### src/rtl/sd_pkg.sv
// Shared definitions for the delay arbiter: FSM encoding, default sizes and
// the round-robin pointer advance helper.
package sd_pkg;

    typedef enum logic [1:0] {
        IDLE  = 2'd0,
        COUNT = 2'd1,
        DONE  = 2'd2
    } sd_state_t;

    localparam int SD_NUM_REQ    = 4;
    localparam int SD_COUNT_SIZE = 4;

    // Index following idx in a ring of n requesters.
    function automatic int next_index(input int idx, input int n);
        return (idx + 1 >= n) ? 0 : idx + 1;
    endfunction

endpackage

### src/rtl/sd_delay_arbiter_if.sv
// Request/grant bundle between requesters (master) and the delay arbiter (slave).
interface sd_delay_arbiter_if
    import sd_pkg::*;
#(
    parameter int NUM_REQ    = SD_NUM_REQ,
    parameter int COUNT_SIZE = SD_COUNT_SIZE
) ();

    logic [NUM_REQ-1:0]            req;
    logic [NUM_REQ*COUNT_SIZE-1:0] times;
    logic [NUM_REQ-1:0]            grant;
    logic [NUM_REQ-1:0]            done;
    logic                          busy;

    modport master (output req, times, input grant, done, busy);
    modport slave  (input req, times, output grant, done, busy);

endinterface

### src/rtl/sd_delay_counter.sv
// Shared delay counter: load latches the limit and zeroes the count, enable
// steps it, match flags count == latched limit.
module sd_delay_counter
    import sd_pkg::*;
#(
    parameter int COUNT_SIZE = SD_COUNT_SIZE
) (
    input  logic                  clk,
    input  logic                  rst_n,
    input  logic                  load,
    input  logic                  enable,
    input  logic [COUNT_SIZE-1:0] load_value,
    output logic                  match
);

    logic [COUNT_SIZE-1:0] count_reg;
    logic [COUNT_SIZE-1:0] limit_reg;

    always_ff @(posedge clk or negedge rst_n) begin
        if (!rst_n) begin
            count_reg <= '0;
            limit_reg <= '0;
        end else if (load) begin
            count_reg <= '0;
            limit_reg <= load_value;
        end else if (enable) begin
            count_reg <= count_reg + 1'b1;
        end
    end

    // Count stops at the limit, so it can never wrap.
    assign match = (count_reg == limit_reg);

endmodule

### src/rtl/sd_delay_arbiter.sv
// Round-robin arbiter sharing one delay counter among NUM_REQ requesters;
// the owner holds grant/done until it drops its request.
module sd_delay_arbiter
    import sd_pkg::*;
#(
    parameter int NUM_REQ    = SD_NUM_REQ,
    parameter int COUNT_SIZE = SD_COUNT_SIZE
) (
    input  logic               clk,
    input  logic               rst_n,
    sd_delay_arbiter_if.slave  bus
);

    localparam int PTR_W = (NUM_REQ > 1) ? $clog2(NUM_REQ) : 1;

    sd_state_t          state_reg, state_next;
    logic [NUM_REQ-1:0] grant_reg, grant_next;
    logic [NUM_REQ-1:0] done_reg,  done_next;
    logic [PTR_W-1:0]   ptr_reg,   ptr_next;
    logic [PTR_W-1:0]   owner_reg, owner_next;

    logic [COUNT_SIZE-1:0] times_arr [NUM_REQ];
    logic [PTR_W-1:0]      win_idx;
    logic [PTR_W-1:0]      owner_adv;
    logic                  found;
    int                    idx;
    logic                  cnt_load;
    logic                  cnt_en;
    logic                  cnt_match;

    genvar gi;
    generate
        for (gi = 0; gi < NUM_REQ; gi++) begin : g_times
            assign times_arr[gi] = bus.times[gi*COUNT_SIZE +: COUNT_SIZE];
        end
    endgenerate

    // First requesting index at or after ptr, wrapping around.
    always_comb begin
        win_idx = '0;
        found   = 1'b0;
        idx     = 0;
        for (int k = 0; k < NUM_REQ; k++) begin
            idx = (int'(ptr_reg) + k) % NUM_REQ;
            if (!found && bus.req[PTR_W'(idx)]) begin
                found   = 1'b1;
                win_idx = PTR_W'(idx);
            end
        end
    end

    assign owner_adv = PTR_W'(next_index(int'(owner_reg), NUM_REQ));

    sd_delay_counter #(.COUNT_SIZE(COUNT_SIZE)) u_counter (
        .clk        (clk),
        .rst_n      (rst_n),
        .load       (cnt_load),
        .enable     (cnt_en),
        .load_value (times_arr[win_idx]),
        .match      (cnt_match)
    );

    always_ff @(posedge clk or negedge rst_n) begin
        if (!rst_n) begin
            state_reg <= IDLE;
            grant_reg <= '0;
            done_reg  <= '0;
            ptr_reg   <= '0;
            owner_reg <= '0;
        end else begin
            state_reg <= state_next;
            grant_reg <= grant_next;
            done_reg  <= done_next;
            ptr_reg   <= ptr_next;
            owner_reg <= owner_next;
        end
    end

    always_comb begin
        state_next = state_reg;
        grant_next = grant_reg;
        done_next  = done_reg;
        ptr_next   = ptr_reg;
        owner_next = owner_reg;
        cnt_load   = 1'b0;
        cnt_en     = 1'b0;
        case (state_reg)
            IDLE: begin
                grant_next = '0;
                done_next  = '0;
                if (found) begin
                    owner_next          = win_idx;
                    grant_next[win_idx] = 1'b1;
                    cnt_load            = 1'b1;
                    state_next          = COUNT;
                end
            end
            COUNT: begin
                // A dropped request aborts before the match is considered.
                if (!bus.req[owner_reg]) begin
                    grant_next = '0;
                    ptr_next   = owner_adv;
                    state_next = IDLE;
                end else if (cnt_match) begin
                    done_next[owner_reg] = 1'b1;
                    state_next           = DONE;
                end else begin
                    cnt_en = 1'b1;
                end
            end
            DONE: begin
                if (!bus.req[owner_reg]) begin
                    grant_next = '0;
                    done_next  = '0;
                    ptr_next   = owner_adv;
                    state_next = IDLE;
                end
            end
            default: begin
                grant_next = '0;
                done_next  = '0;
                state_next = IDLE;
            end
        endcase
    end

    assign bus.grant = grant_reg;
    assign bus.done  = done_reg;
    assign bus.busy  = (state_reg != IDLE);

endmodule

### src/flat_wrapper.sv
// flat-port wrapper written by rule: the top's interface ports become plain ports
module sd_delay_arbiter_flat import sd_pkg::*;
#(
    parameter int NUM_REQ    = SD_NUM_REQ,
    parameter int COUNT_SIZE = SD_COUNT_SIZE
)
  (clk, rst_n, bus_req, bus_times, bus_grant, bus_done, bus_busy);
  sd_delay_arbiter_if #(.NUM_REQ(NUM_REQ), .COUNT_SIZE(COUNT_SIZE)) bus_i ();
  input  logic clk;
  input  logic rst_n;
  input wire logic [$bits(bus_i.req)-1:0] bus_req;
  input wire logic [$bits(bus_i.times)-1:0] bus_times;
  output wire logic [$bits(bus_i.grant)-1:0] bus_grant;
  output wire logic [$bits(bus_i.done)-1:0] bus_done;
  output wire logic [$bits(bus_i.busy)-1:0] bus_busy;
  assign bus_i.req = bus_req;
  assign bus_i.times = bus_times;
  assign bus_grant = bus_i.grant;
  assign bus_done = bus_i.done;
  assign bus_busy = bus_i.busy;
  sd_delay_arbiter #(.NUM_REQ(NUM_REQ), .COUNT_SIZE(COUNT_SIZE)) u_core (.clk(clk), .rst_n(rst_n), .bus(bus_i));
endmodule
### config.mk
export PLATFORM = sky130hd
export DESIGN_NAME = sd_delay_arbiter_flat
export DESIGN_NICKNAME = d
export VERILOG_FILES = /design/src/rtl/sd_pkg.sv /design/src/rtl/sd_delay_arbiter_if.sv /design/src/rtl/sd_delay_counter.sv /design/src/rtl/sd_delay_arbiter.sv /design/src/flat_wrapper.sv
export SDC_FILE = /design/constraint.sdc
export NUM_CORES = 1
export LEC_CHECK = 0
export CAP_MARGIN = 15
export CORE_MARGIN = 4
export CORE_UTILIZATION = 35
export CTS_BUF_LIST = sky130_fd_sc_hd__clkbuf_4 sky130_fd_sc_hd__clkbuf_8 sky130_fd_sc_hd__clkbuf_16
export CTS_CLUSTER_DIAMETER = 120
export DETAILED_ROUTE_END_ITERATION = 10
export HOLD_SLACK_MARGIN = 0.08
export PLACE_DENSITY = 0.56
export SKIP_LAST_GASP = 1
export SLEW_MARGIN = 25
export SYNTH_ARGS = -nofsm -noshare
export SYNTH_HDL_FRONTEND = slang
export SYNTH_SLANG_ARGS = --single-unit
### constraint.sdc
create_clock -name clk -period 2 [get_ports clk]
set_input_delay 0.4 -clock clk [delete_from_list [all_inputs] [get_ports clk]]
set_output_delay 0.4 -clock clk [all_outputs]
set_load 0.02 [all_outputs]
* Word level (Yosys, flattened, before mapping)
Index checks and enable logic that the tools add are counted.
** Word-level totals
- Register bits after elaboration :: 22
- Output and inout port bits :: 9
- Word-level logic and storage cells :: 98
** Operators by class
- Add/subtract/negate cells :: 5
- Order comparisons :: 10
- Equality and inequality tests :: 9
- Mux-type cells :: 48
- Bitwise operators :: 3
- Reductions and logical operators :: 16
** Operators with widths (number)
- $mux W4 :: 8
- $mux W1 :: 20
- $mux W2 :: 9
- $lt A2 B4 Y1 const B :: 4
- $pmux W4 S2 :: 2
- $bmux W1 S2 :: 5
- $bmux W4 S2 :: 1
- $ge A3 B3 Y1 const B :: 2
- $lt A2 B3 Y1 const B :: 2
- $ne A2 B1 Y1 const B :: 3
- $pmux W2 S3 :: 1
- $reduce_and A3 Y1 :: 2
- $logic_and A1 B1 Y1 :: 5
- $add A2 B2 Y2 const B :: 2
- $add A4 B1 Y4 const B :: 1
- $demux W1 S2 :: 2
- $eq A4 B4 Y1 :: 1
- $ge A2 B1 Y1 const B :: 2
- $ne A2 B2 Y1 const B :: 2
- $or A4 B4 Y4 :: 1
- $reduce_and A2 Y1 :: 2
- $reduce_bool A2 Y1 :: 2
- $add A2 B1 Y3 const B :: 1
- $logic_not A1 Y1 :: 3
- other kinds (8) :: 8

* Logic depth before layout (Yosys ltp)
Gate-level depths: netlist (run 1).
- Depth after elaboration :: 19
- Mapped depth :: 7

* Hierarchy
A second synthesis (run 1) with hierarchy kept.
** Second synthesis, totals
- Cells, all modules :: 126
- Area, all modules :: 1338.8 µm²
** Modules (own cells, without submodules)
- sd_delay_arbiter :: instances 1, cells an instance 96, area an instance 958.4 µm², sequential area each 350.3 µm²
- sd_delay_counter :: instances 1, cells an instance 30, area an instance 380.4 µm², sequential area each 200.2 µm²

* Worst setup path before layout (run 1)
No wires, ideal clock.
- Path kind :: reg2reg
- Start point :: register u_core.owner_reg[1]
- End point :: register u_core.grant_reg[1] (netlist: u_core.bus.grant[1])
- Setup time :: 0.103 ns
- Arrival time :: 1.548 ns
- Path slack :: 0.348 ns
- Stages on the path, launching flop included :: 5
- Period minus slack after synthesis :: 1.652 ns
- Cells stage by stage :: dfrtp_1 mux4_2 and2_4 buf_6 o41ai_2
** On the way
- Cells in the longest elaborated chain, start to end :: 3
** Ends and longest elaborated chain
- from (decl) :: line sd_delay_arbiter.sv:20 : logic [PTR_W-1:0] owner_reg, owner_next;
- from (signal assigned) :: line sd_delay_arbiter.sv:75 : owner_reg <= owner_next;
- $bmux W1 S2 :: line sd_delay_arbiter.sv:100, sd_delay_arbiter.sv:112
- $mux W1 (implied by the code) :: line sd_delay_arbiter.sv:100, sd_delay_arbiter.sv:112
- $ne A2 B2 Y1 (no line)
- to (signal assigned) :: line sd_delay_arbiter.sv:72 : grant_reg <= grant_next;
- to (decl) :: line sd_delay_arbiter.sv:17 : logic [NUM_REQ-1:0] grant_reg, grant_next;
Every way passes these cells. The select of a mux whose other input is x is not followed.
A chain may end at the register's enable or synchronous reset.

* Worst setup path after layout (run 1)
- Start point :: input port bus_req[1]
- End point :: register u_core.ptr_reg[0]
** On the way
- Cells in the longest elaborated chain, start to end :: 4
** Ends and longest elaborated chain
- from (decl) :: line flat_wrapper.sv:11 : input wire logic [$bits(bus_i.req)-1:0] bus_req;
- $bmux W1 S2 :: line sd_delay_arbiter.sv:100, sd_delay_arbiter.sv:112
- $mux W1 (implied by the code) :: line sd_delay_arbiter.sv:100, sd_delay_arbiter.sv:112
- $not A1 Y1 (no line)
- $reduce_and A2 Y1 (no line)
- to (signal assigned) :: line sd_delay_arbiter.sv:74 : ptr_reg <= ptr_next;
- to (decl) :: line sd_delay_arbiter.sv:19 : logic [PTR_W-1:0] ptr_reg, ptr_next;
Every way passes these cells. The select of a mux whose other input is x is not followed.

==> flow_metrics.py, run 1 <==
metrics = {
    "sta": {
        "drv_slew": 0,
        "tightestPinTransition_ps": 346,
        "rsz0062_at_grt": "no",
        "min_period_ps": 1930,
        "relSlewSlack_pct": 76.6,
        "skew_ps": 3.73,
        "finalWorstSetupSlack_ps": 70.7,
        "fmax_mhz": 518,
        "hold_viol": 0,
        "holdWs_ps": 469,
        "final.period_utilization_pct": 96.5,
        "setup-violations-final": 0,
    },
    "yosys": {
        "synth_warnings": 0,
        "synthCells": 137,
        "synth_area_leaders": "dfrtp_1, ha_1, nand3_1",
        "synth_top_area_cell": "dfrtp_1",
        "seq_area_frac_synth_pct": 40.5,
        "synth-edff-count": 0,
        "synthDominantCellAreaShare_pct": 40.5,
        "syn_nets": 167,
        "ys_types": 41,
        "syn_area_sq_um": 1360,
        "synth_area_per_cell_sq_um": 9.93,
        "synth-seq-cells": 22,
        "synth_top_flop_cell": "dfrtp_1",
        "async_flop_share_pct": 100,
    },
    "setup_path": {
        "r2r_slack_ps": 260,
        "cpPeakStageDelay_ps": 600,
        "cp-start-kind": "input pin",
        "critPathSlowestCell": "mux4_2",
        "regToRegStartpoint": "u_core.owner_reg[1]",
        "crit_start": "bus_req[1]",
        "worstPathCellList": "clkdlybuf4s50_1, mux4_2, nand2b_1, buf_4, o31ai_1",
        "crit_type": "input pin to flop",
        "rr_endpoint": "u_core.ptr_reg[0]",
        "cp_data_arrival_time_ps": 2100,
        "cp.required_ps": 2170,
        "crit_path_end": "u_core.ptr_reg[0]",
        "crit_fanout": 9,
        "r2r_cells": 4,
        "endpoint_kind": "flop",
    },
    "die": {
        "ios": 31,
        "initial_core_util_pct": 36.6,
        "die_w_um": 70.3,
        "die_height_um": 70.3,
        "coreArea_sq_um": 3720,
        "row_count": 22,
        "dieArea_sq_um": 4950,
    },
    "route": {
        "via_per_inst": 5.11,
        "detail_route.iter0.violations": 58,
        "drc": 0,
        "drt_pass1_iterations": 4,
        "routed_wirelength_mm": 3.33,
        "wire_per_inst_um": 14.2,
        "postRouteAntennaNets": 0,
        "vias": 1202,
    },
    "clock_tree": {
        "cts-htree-levels": 1,
        "cts_hold_buf": 0,
        "cts-root-buf": "clkbuf_8",
        "clkSlewWorstSetupHoldPaths_ps": 90,
        "cts.sinks": 22,
        "cts_buffer_depth": 2,
        "cts_tree": "built",
        "clk_latency_ps": 270,
        "cts_buffers": 3,
    },
    "power_and_ir_drop": {
        "power_density_nw_per_um2": 1400,
        "p_leak_nw": 0.852,
        "ir_drop_uv": 785,
    },
    "global_route": {
        "first_global_vias": 1266,
        "grt_util_met3_pct": 3.45,
        "grtUsageMet2_pct": 23.6,
        "grt_overflow": 0,
        "gr-usage-met1_pct": 19.1,
        "antenna_found_initial": 0,
        "grt_max_degree": 23,
        "grt_pass1_wl_mm": 5.85,
        "gr-max-usage-layer": "met2",
        "grt_usage_pct": 14.8,
    },
    "finish": {
        "nets": 218,
        "area_growth_pct": 40.7,
        "diodes": 0,
        "drive_above_1_share_pct": 16.6,
    },
    "outcome": {
        "status": "finished clean",
    },
    "placed_design": {
        "preCtsSetupSlack_ps": -211,
        "io_buffers": 30,
        "hpwl_mm": 2.71,
        "finalWeightedCongestion": 0.942,
    },
    "run": {
        "maxCapViolCount": 0,
    },
    "hold_path": {
        "hold_class": "input pin to async pin",
    },
}
## power breakdown
part           internal (W)  switching (W)
logic              0.000725       0.000772
registers          0.000606       0.000145
clock network      0.000268       0.000159
total               0.00160        0.00108
## synthesized netlist by cell type (2+ instances only)
library cell	instances
a21bo_1	4
a21oi_1	8
dfrtp_1	22
ha_1	8
inv_1	7
mux2i_1	5
nand2_1	9
nand2b_1	3
nand3_1	11
nand4_1	2
nor2_1	11
o211ai_1	5
o21ai_0	7
o41ai_2	2
or4_1	2
xnor2_1	5
xor2_1	2
## layer usage
layer,up-vias,routed length (um),part of all wire (%)
met5,-,0,0
met4,0,73,2.2
met3,6,147,4.4
met2,30,1540,46
met1,568,1570,47
li1,598,-,-
## how the worst min path moves through the flow
| stage | cells after the start | end |
|---|---|---|
| finish | 2 | u_core.bus.done[2] |
| detailed placement | 2 | u_core.bus.grant[1] |
| global route | 2 | u_core.bus.done[2] |
| CTS | 2 | u_core.state_reg[0] |
| floorplan | 0 | u_core.bus.done[0] |
| global placement | 2 | u_core.bus.grant[1] |
## timing repair
item,4_1_cts,5_1_grt
gates resized for setup,1,3
setup endpoints to repair,1,5
setup buffers,0,0
## per-stage QoR
stage	std cells	utilization [%]	TNS, ps	total power (W)	cell area [sq um]
global placement	231	49.4	-1610	0.00221	1840
CTS	235	51.3	0	0.00270	1910
floorplan	137	-	0	0.00166	1360
global route	235	51.5	0	0.00290	1910
detailed placement	231	49.4	-2690	0.00227	1840
finish	235	51.5	0	0.00268	1910
## cells by family after synthesis
| family | count (synthesis) | share of synthesized area [%] |
|---|---|---|
| compound gates | 33 | 17.5 |
| xor+xnor | 7 | 4.51 |
| fa+ha+maj | 8 | 7.36 |
| buf+inv | 8 | 2.76 |
| flops | 22 | 40.5 |
| mux | 7 | 6.16 |
| simple gates | 52 | 21.3 |
## area by class of cell
cell class / count / area [sq um]
timing repair buffer: 47 / 428
sequential: 22 / 551
clock inverter: 1 / 30.0
tap: 48 / 60.1
fill: 342 / 1800
multi-input combinational: 107 / 777
inverter: 7 / 26.3
clock buffer: 3 / 41.3
## layout by cell type (no fill, tap or decap), types with 2 or more instances in the layout
master	synthesis	routed
nand2b_1	3	3
o211ai_1	5	5
nor2_1	11	10
mux2i_1	5	5
xor2_1	2	2
xnor2_1	5	5
dfrtp_1	22	22
clkbuf_8	0	3
inv_1	7	7
o41ai_2	2	2
nand4_1	2	2
a21oi_1	8	8
nand2_1	9	9
or4_1	2	2
o21ai_0	7	7
nand3_1	11	11
ha_1	8	8
clkdlybuf4s50_1	0	29
buf_4	0	17
a21bo_1	4	4
## worst max-delay path, delay by kind of cell
family | cells | cell delay (ps)
buffers and inverters | 2 | 660
multiplexers | 1 | 600
AO/OA/AOI/OAI | 1 | 220
AND/OR/NAND/NOR | 1 | 210
No activity file was read; power rests on OpenSTA's default activity.
==> inputs of run 2 (changes only) <==
- CORE_UTILIZATION: 35 -> 49
- HOLD_SLACK_MARGIN: 0.08 -> 0.15
- PLACE_DENSITY: 0.56 -> 0.75
==> flow_metrics.py, run 2 (same netlist as run 1, synthesis figures left out) <==
metrics = {
    "placed_design": {
        "dp.cells": 213,
        "io_buffers": 30,
        "hpwl_mm": 2.72,
        "finalWeightedCongestion": 0.810,
    },
    "finish": {
        "layout_common_cells": "clkdlybuf4s50_1, dfrtp_1, buf_4",
        "stdcell_count": 218,
        "num-fill-cells": 198,
        "diodes": 0,
        "multiInputGateArea_sq_um": 772,
        "drive_above_1_share_pct": 16.0,
        "nets": 219,
        "area_growth_pct": 36.5,
        "regArea_sq_um": 551,
        "layout_commonest_cell": "clkdlybuf4s50_1",
    },
    "route": {
        "drc": 0,
        "vias": 1234,
        "drt_pass1_iterations": 4,
        "wire_per_inst_um": 15.5,
        "detail_route.iter0.violations": 59,
        "via_per_inst": 5.66,
        "postRouteAntennaNets": 0,
        "routed_wirelength_mm": 3.38,
    },
    "global_route": {
        "grt_max_degree": 23,
        "grt_overflow": 0,
        "antenna_found_initial": 0,
        "grt_usage_pct": 20.5,
        "grt_pass1_wl_mm": 5.58,
        "first_global_vias": 1238,
    },
    "clock_tree": {
        "clk_latency_ps": 310,
        "cts.sinks": 22,
        "cts-htree-levels": 1,
        "cts_buffer_depth": 2,
        "clkSlewWorstSetupHoldPaths_ps": 120,
        "cts-root-buf": "clkbuf_4",
        "cts_hold_buf": 0,
        "cts_buffers": 3,
        "cts_tree": "built",
    },
    "setup_path": {
        "critPathBufInv": 2,
        "endpoint_kind": "flop",
        "critPathSlowestCell": "mux4_2",
        "cp-start-kind": "input pin",
        "cp_data_arrival_time_ps": 2120,
        "crit_fanout": 9,
        "cp.required_ps": 2220,
        "crit_type": "input pin to flop",
        "worstPathCellList": "clkdlybuf4s50_1, mux4_2, nand2b_1, buf_4, o31ai_1",
        "crit_family": "buffers and inverters",
        "cpPeakStageDelay_ps": 620,
    },
    "sta": {
        "skew_ps": 1.18,
        "tightestPinTransition_ps": 360,
        "drv_slew": 0,
        "min_period_ps": 1900,
        "hold_viol": 0,
        "setup-violations-final": 0,
        "relSlewSlack_pct": 75.7,
        "final.period_utilization_pct": 95.2,
        "rsz0062_at_grt": "no",
        "fmax_mhz": 525,
    },
    "outcome": {
        "status": "finished clean",
    },
    "die": {
        "die_height_um": 60.7,
        "ios": 31,
        "die_w_um": 60.7,
        "coreArea_sq_um": 2570,
        "initial_core_util_pct": 53.0,
        "row_count": 18,
        "dieArea_sq_um": 3680,
    },
    "power_and_ir_drop": {
        "power_density_nw_per_um2": 1350,
        "p_total_w": 0.00251,
        "p_leak_nw": 0.842,
        "ir_drop_uv": 861,
    },
    "run": {
        "maxCapViolCount": 0,
    },
    "hold_path": {
        "hold_class": "input pin to async pin",
    },
}
run 2: cell count changes in the layout (fill, tap and decap cells not counted):
cell,delta
nor2b_1,+1
clkbuf_4,+3
dlygate4sd2_1,+1
buf_4,+1
clkdlybuf4s15_1,-1
clkbuf_8,-2
bufinv_16,-1
nor2b_2,-1
nor2_1,+1
nor2_2,-1
run 2: per-layer routing:
| metal | share of wire [%] | global-route usage (%) |
|---|---|---|
| met1 | 44 | 26.6 |
| met2 | 49 | 34.2 |
| met3 | 5.0 | 2.34 |
| met4 | 2.0 | 9.60 |
| met5 | 0 | 0 |
run 2: report_power, final:
group	total, W	switching (W)	leakage (nW)	internal (W)
Sequential	0.000745	0.000139	0.289	0.000606
Clock	0.000246	0.000135	0.0210	0.000111
Combinational	0.00152	0.000785	0.532	0.000731
run 2: per-stage QoR:
step	setup TNS (ps)	util [%]	instance area, sq um	hold WS (ps)	setup slack, ps
global placement	-1710	70.7	1810	462	-167
floorplan	0	-	1360	104	348
global route	0	72.3	1860	426	2.94
finish	0	72.3	1860	417	95.6
detailed placement	-2870	70.7	1810	469	-218
CTS	0	72.0	1850	428	82.4
run 2: final timing paths:
path,from,to,slack [ps],depth (start not counted)
max,bus_req[1],u_core.ptr_reg[0],100,5
min,rst_n,u_core.state_reg[1],420,2
max reg2reg,u_core.owner_reg[1],u_core.ptr_reg[0],210,4
min reg2reg,u_core.bus.grant[1],u_core.bus.grant[1],490,2
max in group asynchronous,rst_n,u_core.u_counter.limit_reg[2],1360,2
min in group clk,u_core.bus.grant[1],u_core.bus.grant[1],490,2
run 2: cell type report:
| class | count | area share, % |
|---|---|---|
| clock buffer | 4 | 1.95 |
| inverter | 7 | 1.42 |
| multi-input combinational | 107 | 41.6 |
| sequential | 22 | 29.6 |
| tap | 30 | 2.02 |
| timing repair buffer | 48 | 23.4 |
run 2: what timing repair did:
item | CTS | global route
setup endpoints to repair | 1 | 1
buffers inserted | 0 | 1
gates resized for setup | 1 | 0
==> inputs of run 3 (changes only) <==
- ABC_AREA: default -> 1
- CORE_ASPECT_RATIO: default -> 1.75
- CORE_UTILIZATION: 49 -> 51
- PLACE_DENSITY: 0.75 -> 0.76
==> flow_metrics.py, run 3 <==
metrics = {
    "outcome": {
        "status": "finished clean",
    },
    "yosys": {
        "yosysMostFrequentCell": "nand2_1",
        "synth_area_leaders": "dfrtp_1, nand2_1, nand3_1",
        "synth_top_flop_cell": "dfrtp_1",
        "synth_area_per_cell_sq_um": 7.16,
        "synthCells": 218,
        "seq_area_frac_synth_pct": 35.3,
        "synth-seq-cells": 22,
        "synth_top_area_cell": "dfrtp_1",
        "synth_warnings": 0,
        "ys_types": 23,
        "synthDominantCellAreaShare_pct": 35.3,
        "syn_area_sq_um": 1560,
        "synth-edff-count": 0,
        "ys_top_cells_by_count": "nand2_1, dfrtp_1, inv_1, nand3_1, o21ai_0",
        "syn_nets": 248,
        "async_flop_share_pct": 100,
    },
    "die": {
        "die_w_um": 49.8,
        "row_count": 26,
        "coreArea_sq_um": 2930,
        "dieArea_sq_um": 4050,
        "initial_core_util_pct": 53.3,
        "die_height_um": 81.2,
        "ios": 31,
    },
    "finish": {
        "layout_commonest_cell": "nand2_1",
        "nets": 297,
        "fin_util_pct": 70.4,
        "area_growth_pct": 32.0,
        "stdcell_count": 294,
        "num-fill-cells": 259,
        "layout_common_cells": "nand2_1, clkdlybuf4s50_1, inv_1, nand3_1, dfrtp_1",
        "drive_above_1_share_pct": 16.5,
        "diodes": 0,
    },
    "setup_path": {
        "rr_endpoint": "u_core.bus.grant[3]",
        "crit_top_cell": "nand2_1",
        "critPathSlowestCell": "clkdlybuf4s50_1",
        "r2r_slack_ps": 250,
        "cp_data_arrival_time_ps": 2050,
        "r2r_cells": 10,
        "crit_family": "simple AND/OR/NAND/NOR gates",
        "cp-start-kind": "input pin",
        "critPathBufInv": 3,
        "regToRegStartpoint": "u_core.ptr_reg[1]",
        "endpoint_kind": "flop",
        "crit_start": "bus_req[2]",
        "cp.required_ps": 2200,
        "crit_type": "input pin to flop",
        "crit_path_end": "u_core.u_counter.limit_reg[1]",
        "cpPeakStageDelay_ps": 430,
        "cp.depth": 13,
        "crit_fanout": 12,
        "worstPathCellList": "clkdlybuf4s50_1, inv_1, nand2_1, nand3_2, nand2_2, buf_4, a21oi_2, nand2_2, nand2_4, nand2_1, nand2_1, nand3_1, nand3_1",
    },
    "route": {
        "drc": 0,
        "via_per_inst": 5.20,
        "postRouteAntennaNets": 0,
        "wire_per_inst_um": 12.3,
        "detail_route.iter0.violations": 37,
        "drt_pass1_iterations": 4,
        "vias": 1528,
        "routed_wirelength_mm": 3.62,
    },
    "clock_tree": {
        "cts-htree-levels": 1,
        "cts_setup_buffers": 0,
        "cts_hold_buf": 0,
        "cts.sinks": 22,
        "cts_tree": "built",
        "clk_latency_ps": 260,
        "clkSlewWorstSetupHoldPaths_ps": 80,
        "cts-root-buf": "clkbuf_8",
        "cts_buffer_depth": 2,
        "cts_buffers": 3,
    },
    "power_and_ir_drop": {
        "internal_power_w": 0.00177,
        "power_density_nw_per_um2": 1700,
        "clock_power_share_pct": 9.2,
        "p_seq_share_pct": 22.1,
        "p_sw_w": 0.00174,
        "ir_drop_uv": 1270,
        "p_total_w": 0.00351,
        "power_frac_comb_pct": 68.7,
        "p_leak_nw": 1.05,
        "p_sw_share_pct": 49.4,
    },
    "run": {
        "maxCapViolCount": 0,
    },
    "global_route": {
        "grt_usage_pct": 20.4,
        "grt_max_degree": 23,
        "antenna_found_initial": 0,
        "first_global_vias": 1599,
        "grt_overflow": 0,
        "grt_pass1_wl_mm": 6.42,
    },
    "sta": {
        "final.period_utilization_pct": 92.5,
        "skew_ps": 1.68,
        "drv_slew": 0,
        "rsz0062_at_grt": "yes",
        "holdWs_ps": 488,
        "relSlewSlack_pct": 81.0,
        "hold_viol": 0,
        "tightestPinTransition_ps": 284,
        "setup-violations-final": 0,
        "min_period_ps": 1850,
        "fmax_mhz": 541,
    },
    "hold_path": {
        "hold_class": "input pin to async pin",
    },
    "placed_design": {
        "io_buffers": 30,
        "hpwl_mm": 2.91,
        "dp.cells": 290,
        "finalWeightedCongestion": 0.914,
    },
}
-- run 3: through the flow --
stage               instance area, sq um  worst slack (ps)  setup TNS, ps
global route                        2060             -14.2          -14.2
global placement                    1990              -145          -1060
detailed placement                  1990              -137          -1150
finish                              2060               150              0
CTS                                 2050               119              0
floorplan                           1560               418              0
-- run 3: logic make-up after synthesis --
group / Yosys count / share of synthesized area [%]
simple gates: 128 / 38.7
buf+inv: 29 / 8.17
compound gates: 27 / 9.21
flops: 22 / 35.3
fa+ha+maj: 8 / 6.41
xor+xnor: 4 / 2.24
-- run 3: layer usage --
metal,share of wire (%),track usage (%)
met1,38,18.9
met2,57,41.6
met3,2.8,2.94
met4,1.7,9.97
met5,0,0
-- run 3: power by group through the flow --
stage / combinational [W] / clock (W) / sequential [W]
2_1_floorplan: 0.00160 / 0 / 0.000809
3_3_place_gp: 0.00234 / 0 / 0.000777
3_5_place_dp: 0.00237 / 0 / 0.000781
4_1_cts: 0.00239 / 0.000330 / 0.000773
5_1_grt: 0.00272 / 0.000347 / 0.000795
6_report: 0.00241 / 0.000322 / 0.000776
-- run 3: layout make-up --
| class | instances | area, sq um | share of cell area [%] |
|---|---|---|---|
| tap | 28 | 35.0 | 1.70 |
| timing repair buffer | 47 | 427 | 20.7 |
| sequential | 22 | 551 | 26.7 |
| multi-input combinational | 167 | 896 | 43.5 |
| inverter | 26 | 97.6 | 4.74 |
| clock buffer | 4 | 55.1 | 2.67 |
-- run 3: worst reg2reg max path: cells and delay by family (launching register included) --
kind                   cells  cell delay [ps]
AND/OR/NAND/NOR            7              840
flip-flops                 1              460
AO/OA/AOI/OAI              2              240
buffers and inverters      1              150
-- run 3: worst min-delay path by stage --
stage / startpoint / end / slack (ps) / cells after the start
after global placement: u_core.bus.grant[2] / u_core.bus.grant[2] / 470 / 2
after detailed placement: u_core.bus.grant[2] / u_core.bus.grant[2] / 470 / 2
after floorplan: rst_n / u_core.bus.done[0] / 100 / 0
after global routing: rst_n / u_core.bus.done[0] / 520 / 2
final: rst_n / u_core.bus.done[1] / 490 / 2
after CTS: rst_n / u_core.bus.done[1] / 490 / 2
-- run 3: what timing repair did --
action / 4_1_cts / 5_1_grt
gates resized for setup: 1 / 3
endpoints found under the setup margin: 1 / 7
hold endpoints to repair: 0 / 0
